[config.mk]
export PLATFORM = sky130hd
export DESIGN_NAME = time_set_ctrl
export DESIGN_NICKNAME = d
export VERILOG_FILES = /design/src/rtl/time_set_ctrl.sv
export SDC_FILE = /design/constraint.sdc
export NUM_CORES = 1
export LEC_CHECK = 0
export CAP_MARGIN = 5
export CORE_ASPECT_RATIO = 1.2
export CORE_MARGIN = 2
export CORE_UTILIZATION = 35
export DETAILED_ROUTE_END_ITERATION = 16
export HOLD_SLACK_MARGIN = 0.03
export PLACE_DENSITY = 0.55
export SLEW_MARGIN = 20
export SYNTH_ARGS = -nofsm -noshare
export SYNTH_HDL_FRONTEND = slang
export SYNTH_SLANG_ARGS = --single-unit
[constraint.sdc]
create_clock -name clk -period 3.6 [get_ports clk]
set_input_delay 0.72 -clock clk [delete_from_list [all_inputs] [get_ports clk]]
set_output_delay 0.72 -clock clk [all_outputs]
set_load 0.05 [all_outputs]
[src/rtl/time_set_ctrl.sv]
// Edit-mode controller and per-field increment arbiter in front of the 1 Hz time counter.
// Optional hold-to-repeat on the pushbuttons: define TIME_SET_HOLD_REPEAT_EN.
module time_set_ctrl #(
    parameter int MAX_PEND     = 15,
    parameter int PW           = 4,
    parameter int REPEAT_TICKS = 2
) (
    input  logic       clk,
    input  logic       reset,
    input  logic       slow_tick,
    input  logic       btn_set,
    input  logic       btn_sec,
    input  logic       btn_min,
    input  logic       btn_hour,
    input  logic       edit_key,
    input  logic       left_key,
    input  logic       right_key,
    input  logic       up_key,
    input  logic       down_key,
    output logic       settime,
    output logic       upsec,
    output logic       upmin,
    output logic       uphour,
    output logic [1:0] cursor,
    output logic       busy
);

    localparam logic [1:0]    G_NONE = 2'd0;
    localparam logic [PW+1:0] MAX_W  = (PW+2)'(MAX_PEND);

    if (MAX_PEND > (2**PW) - 1 || MAX_PEND < 1 || REPEAT_TICKS < 0) begin : g_bad_param
        $error("time_set_ctrl: MAX_PEND must be 1..2^PW-1 and REPEAT_TICKS >= 0");
    end

    // bit 3 = set, bits 2:0 = hour/min/sec (field index 0=sec)
    logic [3:0]            sync1, sync2;
    logic [2:0]            sync3;
    logic [2:0]            btn_edge;
    logic                  kb_edit, edit;
    logic [1:0]            cursor_nxt;
    logic [2:0][PW-1:0]    cnt, cnt_nxt;
    logic [2:0][PW+1:0]    sum;
    logic [2:0][1:0]       add;
    logic [2:0]            dec;
    logic [2:0]            rep_fire;
    logic [1:0]            gnt, gnt_nxt, last, last_nxt;
    logic [2:0]            cand_s;
    logic [1:0]            cand;
    logic                  busy_nxt;

`ifdef TIME_SET_HOLD_REPEAT_EN
    localparam int             RW      = $clog2(REPEAT_TICKS + 2);
    localparam logic [RW-1:0]  REP_LIM = RW'(REPEAT_TICKS);
    logic [2:0][RW-1:0] rep_cnt;

    always_comb begin
        for (int f = 0; f < 3; f++)
            rep_fire[f] = edit && sync2[f] && slow_tick && (rep_cnt[f] > REP_LIM);
    end

    always_ff @(posedge clk) begin
        if (reset) begin
            rep_cnt <= '0;
        end else begin
            for (int f = 0; f < 3; f++) begin
                if (!(edit && sync2[f]))
                    rep_cnt[f] <= '0;
                else if (slow_tick && rep_cnt[f] <= REP_LIM)
                    rep_cnt[f] <= rep_cnt[f] + 1'b1;
            end
        end
    end
`else
    assign rep_fire = 3'b000;
`endif

    assign upsec  = (gnt == 2'd1);
    assign upmin  = (gnt == 2'd2);
    assign uphour = (gnt == 2'd3);

    always_comb begin
        btn_edge   = sync2[2:0] & ~sync3;
        edit       = kb_edit | sync2[3];
        cursor_nxt = cursor;
        if (edit && right_key && !left_key)
            cursor_nxt = (cursor == 2'd2) ? 2'd0 : cursor + 2'd1;
        else if (edit && left_key && !right_key)
            cursor_nxt = (cursor == 2'd0) ? 2'd2 : cursor - 2'd1;

        // Post-update counts: decrement of the served field, enqueues, then cancel/flush.
        for (int f = 0; f < 3; f++) begin
            add[f] = {1'b0, edit & btn_edge[f]}
                   + {1'b0, edit & up_key & (cursor == 2'(f))}
                   + {1'b0, rep_fire[f]};
            dec[f] = slow_tick && (gnt == 2'(f + 1)) && (cnt[f] != '0);
            sum[f] = {2'b00, cnt[f]} - {{(PW+1){1'b0}}, dec[f]} + {{PW{1'b0}}, add[f]};
            cnt_nxt[f] = (sum[f] > MAX_W) ? MAX_W[PW-1:0] : sum[f][PW-1:0];
            if ((down_key && cursor == 2'(f)) || !edit)
                cnt_nxt[f] = '0;
        end

        gnt_nxt  = gnt;
        last_nxt = last;
        cand_s   = '0;
        cand     = '0;
        if (slow_tick) begin
            gnt_nxt = G_NONE;
            // walk backwards so the field nearest after 'last' wins
            for (int k = 3; k >= 1; k--) begin
                cand_s = {1'b0, last} + 3'(k);
                cand   = (cand_s >= 3'd3) ? 2'(cand_s - 3'd3) : cand_s[1:0];
                if (cnt_nxt[cand] != '0) begin
                    gnt_nxt  = cand + 2'd1;
                    last_nxt = cand;
                end
            end
        end
        busy_nxt = (cnt_nxt != '0) || (gnt_nxt != G_NONE);
    end

    always_ff @(posedge clk) begin
        if (reset) begin
            sync1   <= '0;
            sync2   <= '0;
            sync3   <= '0;
            kb_edit <= 1'b0;
            settime <= 1'b0;
            cursor  <= 2'd0;
            cnt     <= '0;
            gnt     <= G_NONE;
            last    <= 2'd2;
            busy    <= 1'b0;
        end else begin
            sync1   <= {btn_set, btn_hour, btn_min, btn_sec};
            sync2   <= sync1;
            sync3   <= sync2[2:0];
            if (edit_key)
                kb_edit <= ~kb_edit;
            settime <= edit;
            cursor  <= cursor_nxt;
            cnt     <= cnt_nxt;
            gnt     <= gnt_nxt;
            last    <= last_nxt;
            busy    <= busy_nxt;
        end
    end

endmodule

Word-level counts from Yosys, hierarchy flattened:

Cells that the tools add are included.

* register bits: 32

* mux-type cells: 26
* reductions and logical operators: 32
* equality and inequality tests: 5
* bitwise logic cells: 11
* magnitude comparators: 9
* $add $sub $neg: 20

Operator list (number)
* 4-bit 2-to-1 mux: 9
* 2-bit 2-to-1 mux: 14
* 4-bit binary-select mux with 2-bit select: 3
* 4-bit nonzero test: 6
* 5-bit by 3-bit adder with 6-bit output: 3
* 6-bit by 4-bit > comparator with 1-bit output (second input constant): 3
* 4-bit by 1-bit subtractor with 5-bit output: 3
* 1-bit logical AND: 13
* 12-bit nonzero test: 1
* 3-bit by 2-bit greater-or-equal comparator with 1-bit output (second input constant): 3
* 2-bit by 3-bit < comparator with 1-bit output (second input constant): 3
* 2-bit by 1-bit adder with 2-bit output (second input constant): 4
* 1-bit AND: 7
* 1-bit by 1-bit adder with 2-bit output: 3
* 2-bit by 2-bit adder with 3-bit output (second input constant): 2
* 2-bit equality test (second input constant): 3
* 2-bit subtractor (second input constant): 3
* 2-bit by 1-bit equality test with 1-bit output (second input constant): 2
* 1-bit logical OR: 4
* 2-bit nonzero test: 2
* 2-bit by 1-bit adder with 3-bit output (second input constant): 1
* 3-bit AND: 1
* 1-bit zero test: 3
* 3-bit NOT: 1
* 6 further kinds: 6

Depth between registers and ports, before layout:

* word-level depth: 17
* mapped depth: 16
* mapped depth without buffers: 15

Worst setup path before layout:

OpenSTA, ideal clock, no wires.

* kind: reg-to-reg
* from: register gnt[0]
* to: register last[1]
* stages on the path, launching flop included: 16
* clock period less this slack: 3853 ps
* path buffers: 1
* path slack: -253 ps
* arrival time: 3782 ps
* library setup time: 72 ps
* path through: dfxtp_1 nor2b_1 and3_1 ha_1 inv_1 ha_1 inv_1 fa_1 clkbuf_1 a211oi_1 mux2i_1 or3b_1 a21oi_2 o21ai_2 o31ai_4 mux2i_1

* cells in the longest elaborated chain, start to end: 13
* elaborated cells between the ends (all ways): 37

RTL lines
* start: declaration: RTL line 46 `logic [1:0] gnt, gnt_nxt, last, last_nxt;`
* start signal: assignment: RTL line 142 `gnt <= gnt_nxt;`
* 2-bit by 1-bit equality test with 1-bit output (*)
* via upsec: RTL line 21 `output logic upsec,`
* 1-bit logical AND (*) (2 in a row): RTL line 95 `dec[f] = slow_tick && (gnt == 2'(f + 1)) && (cnt[f] != '0);`
* 4-bit by 1-bit subtractor with 5-bit output (*): RTL line 96 `sum[f] = {2'b00, cnt[f]} - {{(PW+1){1'b0}}, dec[f]} + {{PW{1'b0}}, add[f]};`
* 5-bit by 3-bit adder with 6-bit output (*): RTL line 96
* 6-bit by 4-bit > comparator with 1-bit output: RTL line 97 `cnt_nxt[f] = (sum[f] > MAX_W) ? MAX_W[PW-1:0] : sum[f][PW-1:0];`
* 4-bit 2-to-1 mux (*): RTL line 97
* 4-bit 2-to-1 mux (*): RTL line 98 `if ((down_key && cursor == 2'(f)) || !edit)`
* 4-bit binary-select mux with 2-bit select: RTL line 112 `if (cnt_nxt[cand] != '0) begin`
* 4-bit 2-to-1 mux (implied by the code): RTL line 112
* 4-bit nonzero test: RTL line 112
* 3-bit nonzero test (no source line) / 2-bit 2-to-1 mux (equally long branches)
* 2-bit AND reduction (no source line) / 2-bit 2-to-1 mux (equally long branches)
* end signal: assignment: RTL line 143 `last <= last_nxt;`
* end: declaration: RTL line 46

The timed path passes the listed nets; every way through them passes the cells marked *. The select of a mux whose other input is x is not followed.
A chain may end at the register's enable or synchronous reset.

Final worst setup path:

* from: register cnt[2] in the netlist's numbering
* to: register last[1]

* cells in the longest elaborated chain, start to end: 12
* elaborated cells between the ends (all ways): 20

RTL lines
* start: declaration: RTL line 41 `logic [2:0][PW-1:0] cnt, cnt_nxt;`
* start signal: assignment: RTL line 141 `cnt <= cnt_nxt;`
* 4-bit nonzero test: RTL line 95
* 1-bit logical AND: RTL line 95
* 4-bit by 1-bit subtractor with 5-bit output (*): RTL line 96
* 5-bit by 3-bit adder with 6-bit output (*): RTL line 96
* 6-bit by 4-bit > comparator with 1-bit output: RTL line 97
* 4-bit 2-to-1 mux (*): RTL line 97
* 4-bit 2-to-1 mux (*): RTL line 98
* 4-bit binary-select mux with 2-bit select: RTL line 112
* 4-bit 2-to-1 mux (implied by the code): RTL line 112
* 4-bit nonzero test: RTL line 112
* 3-bit nonzero test (no source line) / 2-bit 2-to-1 mux (equally long branches)
* 2-bit AND reduction (no source line) / 2-bit 2-to-1 mux (equally long branches)

Mark *: on every way between the ends. The rest lies on a longest branch, timed or not. The select of a mux whose other input is x is not followed.

==> impl_metrics.ini <==
[layout]
final_area_sq_um = 3428
final_cells = 455
drive_above_1_share = 0.3179
area_growth_pct = 41.90
finalNetCount = 406
utilization = 0.5063
antenna_cells = 0

[clocking]
clk_pin_slew_ps = 80
cts_made_buffers = 5
cts_num_sinks = 32
cts_hold_buffers = 0
clk_latency_ps = 300
clock_path_buffers = 2
cts_root_buffer = clkbuf_8
htree_levels = 2
cts_tree = done

[power]
p_comb_frac = 0.227
p_per_area_nw_per_um2 = 254.4
internal-power_w = 0.0005977
netSwitchingFraction = 0.3147
switchingPower_w = 0.0002745
clockPowerShare = 0.343
p_leak_nw = 1.485
seq_power_share = 0.430
vdd.ir_drop.worst_mv = 0.2032

[placement]
numPortBuffers = 18
gp_congestion = 0.8742
placed_area_sq_um = 3060
dp_hpwl_um = 4787
placed_cells = 439
dp_worst_setup_slack_ps = -644.3

[timing]
hold-worst-slack_ps = 442.1
hold_viol_final = 0
finalSetupViolations = 0
period_needed_ps = 3543
finClkSkew_ps = 9.042
max_slew_margin = 0.6594
finalWorstSetupSlack_ps = 57.40
fmax_mhz = 282.3
final.period_utilization = 0.9841
rsz0062_at_grt = true
final-max-slew-violation-count = 0
worst_slew_pin_slew_ps = 508.9

[floorplanning]
die_x_um = 79.85
initial_core_util = 0.3568
core_area_sq_um = 6771
num_rows = 33
pin_count = 19
dieArea_sq_um = 7586
die_y_um = 95.02

[worst_setup_path]
crit_slowest_cell = or4_4
ff2ff_path_depth = 15
cp_slowest_stage_delay_ps = 540
crit_chain = or4_4, and3_4, ha_4, inv_4, ha_4, inv_1, fa_1, nor2b_4, o31a_1, o41ai_4, a32oi_1, nand2_2, or2_4, o31ai_4, mux2i_1
start_kind = flop
critPathMaxFanout = 4
reg2reg_slack_ps = 60
critPathKind = flop to flop
r2r_start = cnt[2]
rr_endpoint = last[1]
crit_path_frequent_cell = ha_4
critPathTopFamily = simple AND/OR/NAND/NOR gates
cp-end-kind = flop
cp_num_buf_inv = 2
setup.worst_path.start = cnt[2]
required_ps = 3840
worst_ep_arrival_time_ps = 3780

[route]
drt-vias-per-instance = 5.171
finalWirelength_um = 6314
wl_per_cell_um = 13.88
vias = 2353
drt_iter0_drc = 107
post-route-drc-count = 0
first_pass_iters = 4
ant_nets = 0

[job]
cap_violations = 0

[synth]
synth.mux.area_fraction = 0.01657
synth_top_family_by_area = simple AND/OR/NAND/NOR gates
async_flop_share = 0
yosysWarnings = 0
synth_cell_types = 58
yosysSeqAreaShare = 0.2651
syn_avg_cell_area_sq_um = 8.190
synth_fp_nets = 334
synth-simple-area-share = 0.2558
ys_ff_latch = 32
synthXorXnorAreaFrac = 0.03159
synthFlopType = dfxtp_1
synth_compound_area_frac = 0.2185
synth_area_sq_um = 2416
syn_inst = 295
synth_edf_count = 0
synth_fa_ha_area_frac = 0.1491

[global_routing]
grt_pass1_vias = 2259
grt_usage = 0.1722
overflow = 0
antenna_found_initial = 0
grt_pass1_wl_um = 10270
grt_start_max_net_pins = 18

[status]
status = finished, final reports clean

[worst_hold_path]
min-delay-start = sync1[1]
hold_depth = 1
hold_class = flop to flop
whs_endpoint = sync2[1]
per-layer routing:
layer / GRT usage / wire length (um) / vias up
met5: 0 / 0 / -
met4: 0.06497 / 106 / 0
met3: 0.03220 / 259 / 10
met2: 0.3074 / 3243 / 71
met1: 0.2041 / 2705 / 1081
li1: - / - / 1191
logic make-up (layout without fill, tap and decap cells):
kind of cell             after synthesis  after routing
multiplexers                           4              4
adder cells (fa/ha/maj)               27             27
AO/OA/AOI/OAI                         73             73
flip-flops                            32             32
XOR/XNOR                               7              7
buffers and inverters                 39            112
AND/OR/NAND/NOR                      113            113
Yosys cell counts (all sizes together), types with 2 or more instances:
| master | n | area, sq um |
|---|---|---|
| xor2 | 2 | 17.52 |
| o22ai | 2 | 12.51 |
| nand2b | 6 | 37.54 |
| and2 | 2 | 12.51 |
| nand3b | 3 | 22.52 |
| and3 | 6 | 37.54 |
| o31ai | 2 | 28.78 |
| a2bb2oi | 2 | 17.52 |
| inv | 30 | 112.6 |
| a211oi | 7 | 52.55 |
| xnor2 | 5 | 58.81 |
| fa | 3 | 60.06 |
| nor3 | 12 | 60.06 |
| nor3b | 6 | 50.05 |
| a32oi | 2 | 17.52 |
| o21a | 4 | 31.28 |
| o21ai | 9 | 52.55 |
| or2 | 8 | 52.55 |
| a31oi | 2 | 12.51 |
| or4 | 2 | 15.01 |
| buf | 3 | 17.52 |
| dfxtp | 32 | 640.6 |
| o211ai | 3 | 27.52 |
| clkbuf | 6 | 22.52 |
| ha | 24 | 300.3 |
| mux2i | 4 | 40.04 |
| nor4 | 2 | 12.51 |
| nor2b | 17 | 106.4 |
| o41ai | 4 | 35.03 |
| a21oi | 24 | 127.6 |
| nand2 | 19 | 71.32 |
| nand3 | 6 | 30.03 |
| o31a | 3 | 26.28 |
| nor2 | 20 | 75.07 |
worst reg2reg max path: stages (launching register included):
cell and delay, ps:
dfxtp_1 320, or4_4 540, and3_4 180, ha_4 220
inv_4 50, ha_4 120, inv_1 40, fa_1 490
nor2b_4 160, o31a_1 180, o41ai_4 100, a32oi_1 250
nand2_2 120, or2_4 280, o31ai_4 240, mux2i_1 200
power groups by stage:
stage	Sequential [W]	Clock, W	Combinational, W
after floorplan	0.000396	0	0.0000906
after global placement	0.000383	0	0.000170
after detailed placement	0.000383	0	0.000171
after CTS	0.000374	0.000307	0.000185
after global routing	0.000377	0.000318	0.000216
final	0.000375	0.000299	0.000198
metrics by stage:
| stage | TNS (ps) | total power (W) |
|---|---|---|
| floorplan | 0 | 0.0004865 |
| global placement | -2441 | 0.0005524 |
| detailed placement | -2628 | 0.0005537 |
| CTS | 0 | 0.0008664 |
| global route | -113.6 | 0.0009102 |
| finish | 0 | 0.0008722 |
final cells by class:
type                            instances  area, sq um
Fill cell                             669         3343
Inverter                               30        115.1
Sequential cell                        32        649.4
Multi-Input combinational cell        224         1854
Clock inverter                          3        23.77
Tap cell                               87        108.9
Timing Repair Buffer                   74        608.1
Clock buffer                            5        68.82
worst max path at each step:
stage              end  slack (ps)  cells past startpoint
2_1_floorplan  last[1]           1                     16
3_3_place_gp    gnt[0]        -600                     15
3_5_place_dp   last[0]        -640                     15
4_1_cts        last[1]           9                     16
5_1_grt        last[1]         -70                     14
6_report       last[1]          60                     15
cell usage in the layout (no fill, tap or decap), drive strengths merged, types with 5 or more instances in the layout:
cell | netlist | layout
buf | 3 | 57
dfxtp | 32 | 32
inv | 30 | 30
a21oi | 24 | 24
ha | 24 | 24
nor2 | 20 | 20
nand2 | 19 | 19
nor2b | 17 | 17
clkdlybuf4s50 | 0 | 16
nor3 | 12 | 12
o21ai | 9 | 9
or2 | 8 | 8
a211oi | 7 | 7
nand2b | 6 | 6
nor3b | 6 | 6
nand3 | 6 | 6
and3 | 6 | 6
clkbuf | 6 | 5
xnor2 | 5 | 5
flip-flops by register name, summed over array words and instances (netlist names):
register,cells
busy,1
sync1,4
cnt,12
cursor,2
last,2
kb_edit,1
settime,1
gnt,2
sync2,4
sync3,3
what timing repair did:
action	in CTS	in global routing
endpoints found under the hold margin	0	0
resized for setup	23	30
endpoints found under the setup margin	4	4
pin swaps	12	23
buffers inserted	4	4
(Power assumes the default switching activity.)
==> RTL change 1: new RTL, same settings <==
Add a define of `TIME_SET_HOLD_REPEAT_EN`.
--- a/src/rtl/time_set_ctrl.sv
+++ b/src/rtl/time_set_ctrl.sv
@@ -1,5 +1,7 @@
 // Edit-mode controller and per-field increment arbiter in front of the 1 Hz time counter.
 // Optional hold-to-repeat on the pushbuttons: define TIME_SET_HOLD_REPEAT_EN.
+`define TIME_SET_HOLD_REPEAT_EN
+
 module time_set_ctrl #(
     parameter int MAX_PEND     = 15,
     parameter int PW           = 4,
Behaviour: not the same (Yosys sat finds a counterexample within 10 cycles, from zero or initial values and one cycle with reset high).
==> RTL change 1 against the unedited design <==
Total power up 30%. Synthesized area up 9.3%. Die area increased by 8.8%. Largest power group unchanged. Design area is 13% higher. Setup slack got worse by 470 ps. Clock power is 22% higher. Sequential power rose by 21%. Sequential cell count is 6 higher. Wire length increased by 6.4%. Via count rose by 9.3%. Synthesized cell count up 7.1%. The run now ends with setup timing left.
==> RTL change 1: results (changes against the unedited design) <==
Parameter                              Value

Finish
  Post-layout nets    455 (+12%)
  Number of inserted diodes    0 (unchanged)
  Largest registers    cnt (12), rep_cnt (6)
  Number of fill cells    695 (+3.9%)
  Share of post-route cells with drive strength above 1    33.3% (+1.5 points)

Run status
  Failing checks    setup timing
  Outcome    finished, violations left

Global routing
  Vias in the first global route    2564 (+14%)
  Global-route wire length before repair    11.4 mm (+11%)
  Pin count of the biggest net entering global routing    27 (+9)
  Antenna violations before repair    0 (unchanged)
  Overall routing resource usage    16.5% (-0.68 points)

Place
  Total half-perimeter wirelength after legalization and detailed placement    5.04 mm (+5.3%)
  Global placer's final weighted congestion    0.860 (-1.6%)
  Count of buffers inserted at the top-level ports    18 (unchanged)

Worst hold path
  Hold crit path type    reg2reg

Synthesis
  Dominant synthesized flop cell    dfxtp_1
  Ranking of synthesized cells by instance count    40 x nor2_1, 38 x dfxtp_1, 28 x inv_1
  Count of cell types in the netlist    56 (-3.4%)
  Yosys synthesis warning count    0 (unchanged)
  Post-synth ARST share    0% (unchanged)
  Synth top area cells    dfxtp_1 29%, ha_1 11%, nor2_1 5.7%, fa_1 4.5%, nor2b_1 4.3%
  Proportion of synthesized chip area in sequential cells    28.8% (+2.3 points)
  Post-Syn Nets    358 (+7.2%)

Timing
  Slew of the pin with the lowest slew margin    642 ps (+133 ps)
  Setup TNS    -1490 ps (-1490 ps)
  Final setup slack of the worst path    -411 ps (-468 ps)
  Total of endpoints with negative setup slack in the final report    4 (+4)
  Final Skew    4.49 ps (-4.55 ps)

Clocking
  CTS root buffer    clkbuf_8
  CTS max path bufs    2 (unchanged)
  Total CTS buffers    5 (unchanged)
  Latest clock arrival within the worst-skew pair    290 ps
  Maximum level of the CTS H-tree    2 (unchanged)
  Clock-pin transition on the worst setup and hold timing paths    80 ps (about the same)

Drt
  WL per Instance    13.3 µm (-4.0%)
  Iteration-0 DRC Markers    75 (-30%)
  First-pass iteration count of the detailed router    4 (unchanged)
  Vias after detailed routing    2573 (+9.3%)

Power
  LEAKAGE    1.63 nW (+9.4%)
  Switching power    0.344 mW (+25%)
  Worst voltage drop across the vdd grid    0.225 mV (+11%)

Critical path
  Data arrival time of the critical path    4240 ps (+460 ps)
  Worst-path maximum fanout    4 (unchanged)
-- RTL change 1: power by group through the flow --
stage                     sequential (mW)  clock [mW]  combinational (mW)
after floorplan                     0.473           0               0.154
after global placement              0.460           0               0.276
after detailed placement            0.460           0               0.277
after CTS                           0.451       0.376               0.296
after global routing                0.455       0.393               0.347
final                               0.453       0.366               0.319
-- RTL change 1: worst max-delay path: stages, from the launching register on --
cell	delay, ps
dfxtp_2	330
or2_4	260
and3_4	170
fa_1	540
ha_2	190
inv_2	40
fa_2	530
or3b_4	380
o211ai_1	220
o211ai_1	220
buf_4	200
a211oi_4	210
o311ai_4	150
o31ai_2	190
buf_4	160
mux2i_1	160
-- RTL change 1: per-layer routing --
layer	share of wire (%)	GRT usage, %	vias up	wire length [µm]
met5	0	0	-	0
met4	1.4	4.67	0	95
met3	3.0	2.99	9	204
met2	51	30.0	39	3420
met1	45	20.0	1221	3000
li1	-	-	1304	-
-- RTL change 1: final timing paths --
kind | start | endpoint | slack [ps] | cells after the start
worst max-delay path | sync2[3] | last[1] | -410 | 15
worst min-delay path | sync1[1] | sync2[1] | 440 | 1
worst max register to register | sync2[3] | last[1] | -410 | 15
worst min register to register | sync1[1] | sync2[1] | 440 | 1
-- RTL change 1: logic make-up (layout without fill, tap and decap cells) --
family / Yosys count / count (layout) / synth area share, %
compound gates: 73 / 73 / 20.4
xor+xnor: 8 / 8 / 2.94
fa+ha+maj: 30 / 30 / 15.9
buf+inv: 36 / 134 / 5.21
flops: 38 / 38 / 28.8
mux: 4 / 4 / 1.56
simple gates: 127 / 127 / 25.1
-- RTL change 1: repair_timing --
action | in CTS | in global routing
pin swaps | 14 | 18
buffers inserted | 7 | 4
endpoints found under the setup margin | 5 | 5
gates cloned | 0 | 0
gates resized for setup | 12 | 26
hold endpoints to repair | 0 | 0
-- RTL change 1: area by class of cell --
class / instances / share of cell area [%]
clock inverters: 3 / 1.04
flip-flops and latches: 38 / 19.9
clock buffers: 5 / 1.78
well taps: 90 / 2.91
inverters: 29 / 3.56
multi-input cells: 242 / 50.6
repair buffers: 97 / 20.2
-- RTL change 1: stage by stage --
step	setup WS [ps]	hold WS, ps	utilization, %	area [µm²]	cells
final	-411	443	53.1	3870	504
after global placement	-1080	418	48.4	3520	486
after global routing	-568	462	53.1	3870	504
after floorplan	-299	414	-	2740	316
after detailed placement	-1150	422	48.4	3520	486
after CTS	-577	442	51.1	3720	501
==> RTL change 2: new RTL, same flow settings <==
Without the edit above. Register the outputs `upsec`, `upmin` and `uphour`, cleared by the reset; this adds one clock of latency there. The other outputs are not delayed to match.
--- a/src/rtl/time_set_ctrl.sv
+++ b/src/rtl/time_set_ctrl.sv
@@ -74,9 +74,17 @@
     assign rep_fire = 3'b000;
 `endif
 
-    assign upsec  = (gnt == 2'd1);
-    assign upmin  = (gnt == 2'd2);
-    assign uphour = (gnt == 2'd3);
+    always_ff @(posedge clk) begin
+        if (reset) begin
+            upsec  <= '0;
+            upmin  <= '0;
+            uphour <= '0;
+        end else begin
+            upsec  <= (gnt == 2'd1);
+            upmin  <= (gnt == 2'd2);
+            uphour <= (gnt == 2'd3);
+        end
+    end
 
     always_comb begin
         btn_edge   = sync2[2:0] & ~sync3;
Check against the original RTL: not equivalent (Yosys sat finds a counterexample within 4 cycles, from zero or initial values and one cycle with reset high).
==> RTL change 2 against the unedited design <==
Design area fell by 3.1%. Worst hold slack got worse by 2.9 ps. Total power rose by 1.2%. Setup slack improved by 71 ps. Wire length fell by 11%. Sequential cell count rose by 3. Synthesized area fell by 2.8%. Critical path type unchanged. Highest routed layer unchanged.
==> RTL change 2: results (changes against the unedited design) <==
Parameter                              Value

Run status
  Outcome    finished clean

Place
  # placed instances    415 (-5.5%)
  Total half-perimeter wirelength after legalization and detailed placement    4.05 mm (-15%)
  Placed instance area    2920 µm² (-4.7%)
  Global placer's final weighted congestion    0.889 (+1.6%)

Finish
  Non-filler instance count after layout    432 (-5.1%)
  Portion of the layout cell area used by non-clock buffers    16.3% (-1.4 points)
  Share of post-route cells with drive strength above 1    31.1% (-0.67 points)
  Area fraction of clock buffers and clock inverters    2.75% (+0.049 points)
  Post-layout nets    385 (-5.2%)
  Number of fill cells    629 (-6.0%)
  Multi-input gates    205 (-8.5%)
  Fraction of area in registers    21.5% (+2.5 points)
  Fraction of the core area covered by cells at the end of the flow    51.5% (+0.91 points)
  Number of ordinary inverters in the final layout    33 (+10%)
  Fraction of area in multi-input gates    52.5% (-1.6 points)

Die
  Die ar.    7380 µm² (-2.7%)

Power
  Power Combinational    0.177 mW (-11%)
  Part of the power in the clock network    33.7% (-0.6 points)
  LEAKAGE    1.36 nW (-8.3%)
  Switching portion of total power    29.8% (-1.7 points)

Synthesis
  Post-Syn Nets    320 (-4.2%)
  Synth top area cells    dfxtp_1 30%, ha_1 13%, inv_1 5.3%, a21oi_1 4.5%, nor2_1 4.5%
  Avg Inst Size Synth    8.35 µm² (+2.0%)
  Count of cell types in the netlist    51 (-12%)
  Proportion of synthesized chip area in sequential cells    29.9% (+3.3 points)

Critical path
  Critical path's slowest cell    dfxtp_4
  Worst-path maximum fanout    6 (+2)
  Data arrival time of the critical path    3710 ps (-70 ps)
  Critical path destination    gnt[0]
  Max stage delay on crit path    380 ps (-160 ps)
  Cell family contributing the most delay on the critical path    adder cells

Drt
  Overall routed net length    5.62 mm (-11%)
  Routed met1 length    2.47 mm (-8.8%)
  Met3 Routed Length    209 µm (-19%)
  Met2 routed wirelength    2.83 mm (-13%)
  Via density    5.15 (-0.45%)

Global routing
  Overall routing resource usage    16.0% (-1.2 points)
  Met2 track utilization from global routing    27.6% (-3.2 points)
  Global-route wire length before repair    9.39 mm (-8.5%)
  Met1 track demand over resource in global routing    18.6% (-1.8 points)
  Vias in the first global route    2193 (-2.9%)
  Pin count of the biggest net entering global routing    15 (-3)

Timing
  Worst slew margin relative to its limit    64.2% (-1.7 points)
  Maximum clock rate    0.288 GHz (+2.0%)

Clocking
  Post-CTS repair timing setup buffer count    8 (+4)
  Clock sink count    35 (+9.4%)
## RTL change 2: cell types whose count changed in the layout (fill, tap and decap cells not counted), moves of 4 or more
cell and change:
inv_1 +4, nor2_1 +7, nor3_1 -6, nand2b_1 -5, buf_4 -8, a21oi_1 -4
## RTL change 2: how the worst min path moves through the flow
| stage | from | endpoint | slack, ps |
|---|---|---|---|
| after floorplan | sync1[0] | sync2[0] | 410 |
| after global placement | sync1[1] | sync2[1] | 420 |
| after detailed placement | sync1[3] | sync2[3] | 420 |
| after CTS | sync1[3] | sync2[3] | 440 |
| after global routing | sync1[1] | sync2[1] | 460 |
| final | sync1[3] | sync2[3] | 440 |
## RTL change 2: cells by family after synthesis
logic type / Yosys count / synth area share, %
XOR/XNOR: 7 / 2.93
flip-flops: 35 / 29.9
AND/OR/NAND/NOR: 99 / 22.1
multiplexers: 5 / 2.13
buffers and inverters: 41 / 6.61
AO/OA/AOI/OAI: 67 / 21.0
adder cells (fa/ha/maj): 27 / 15.4
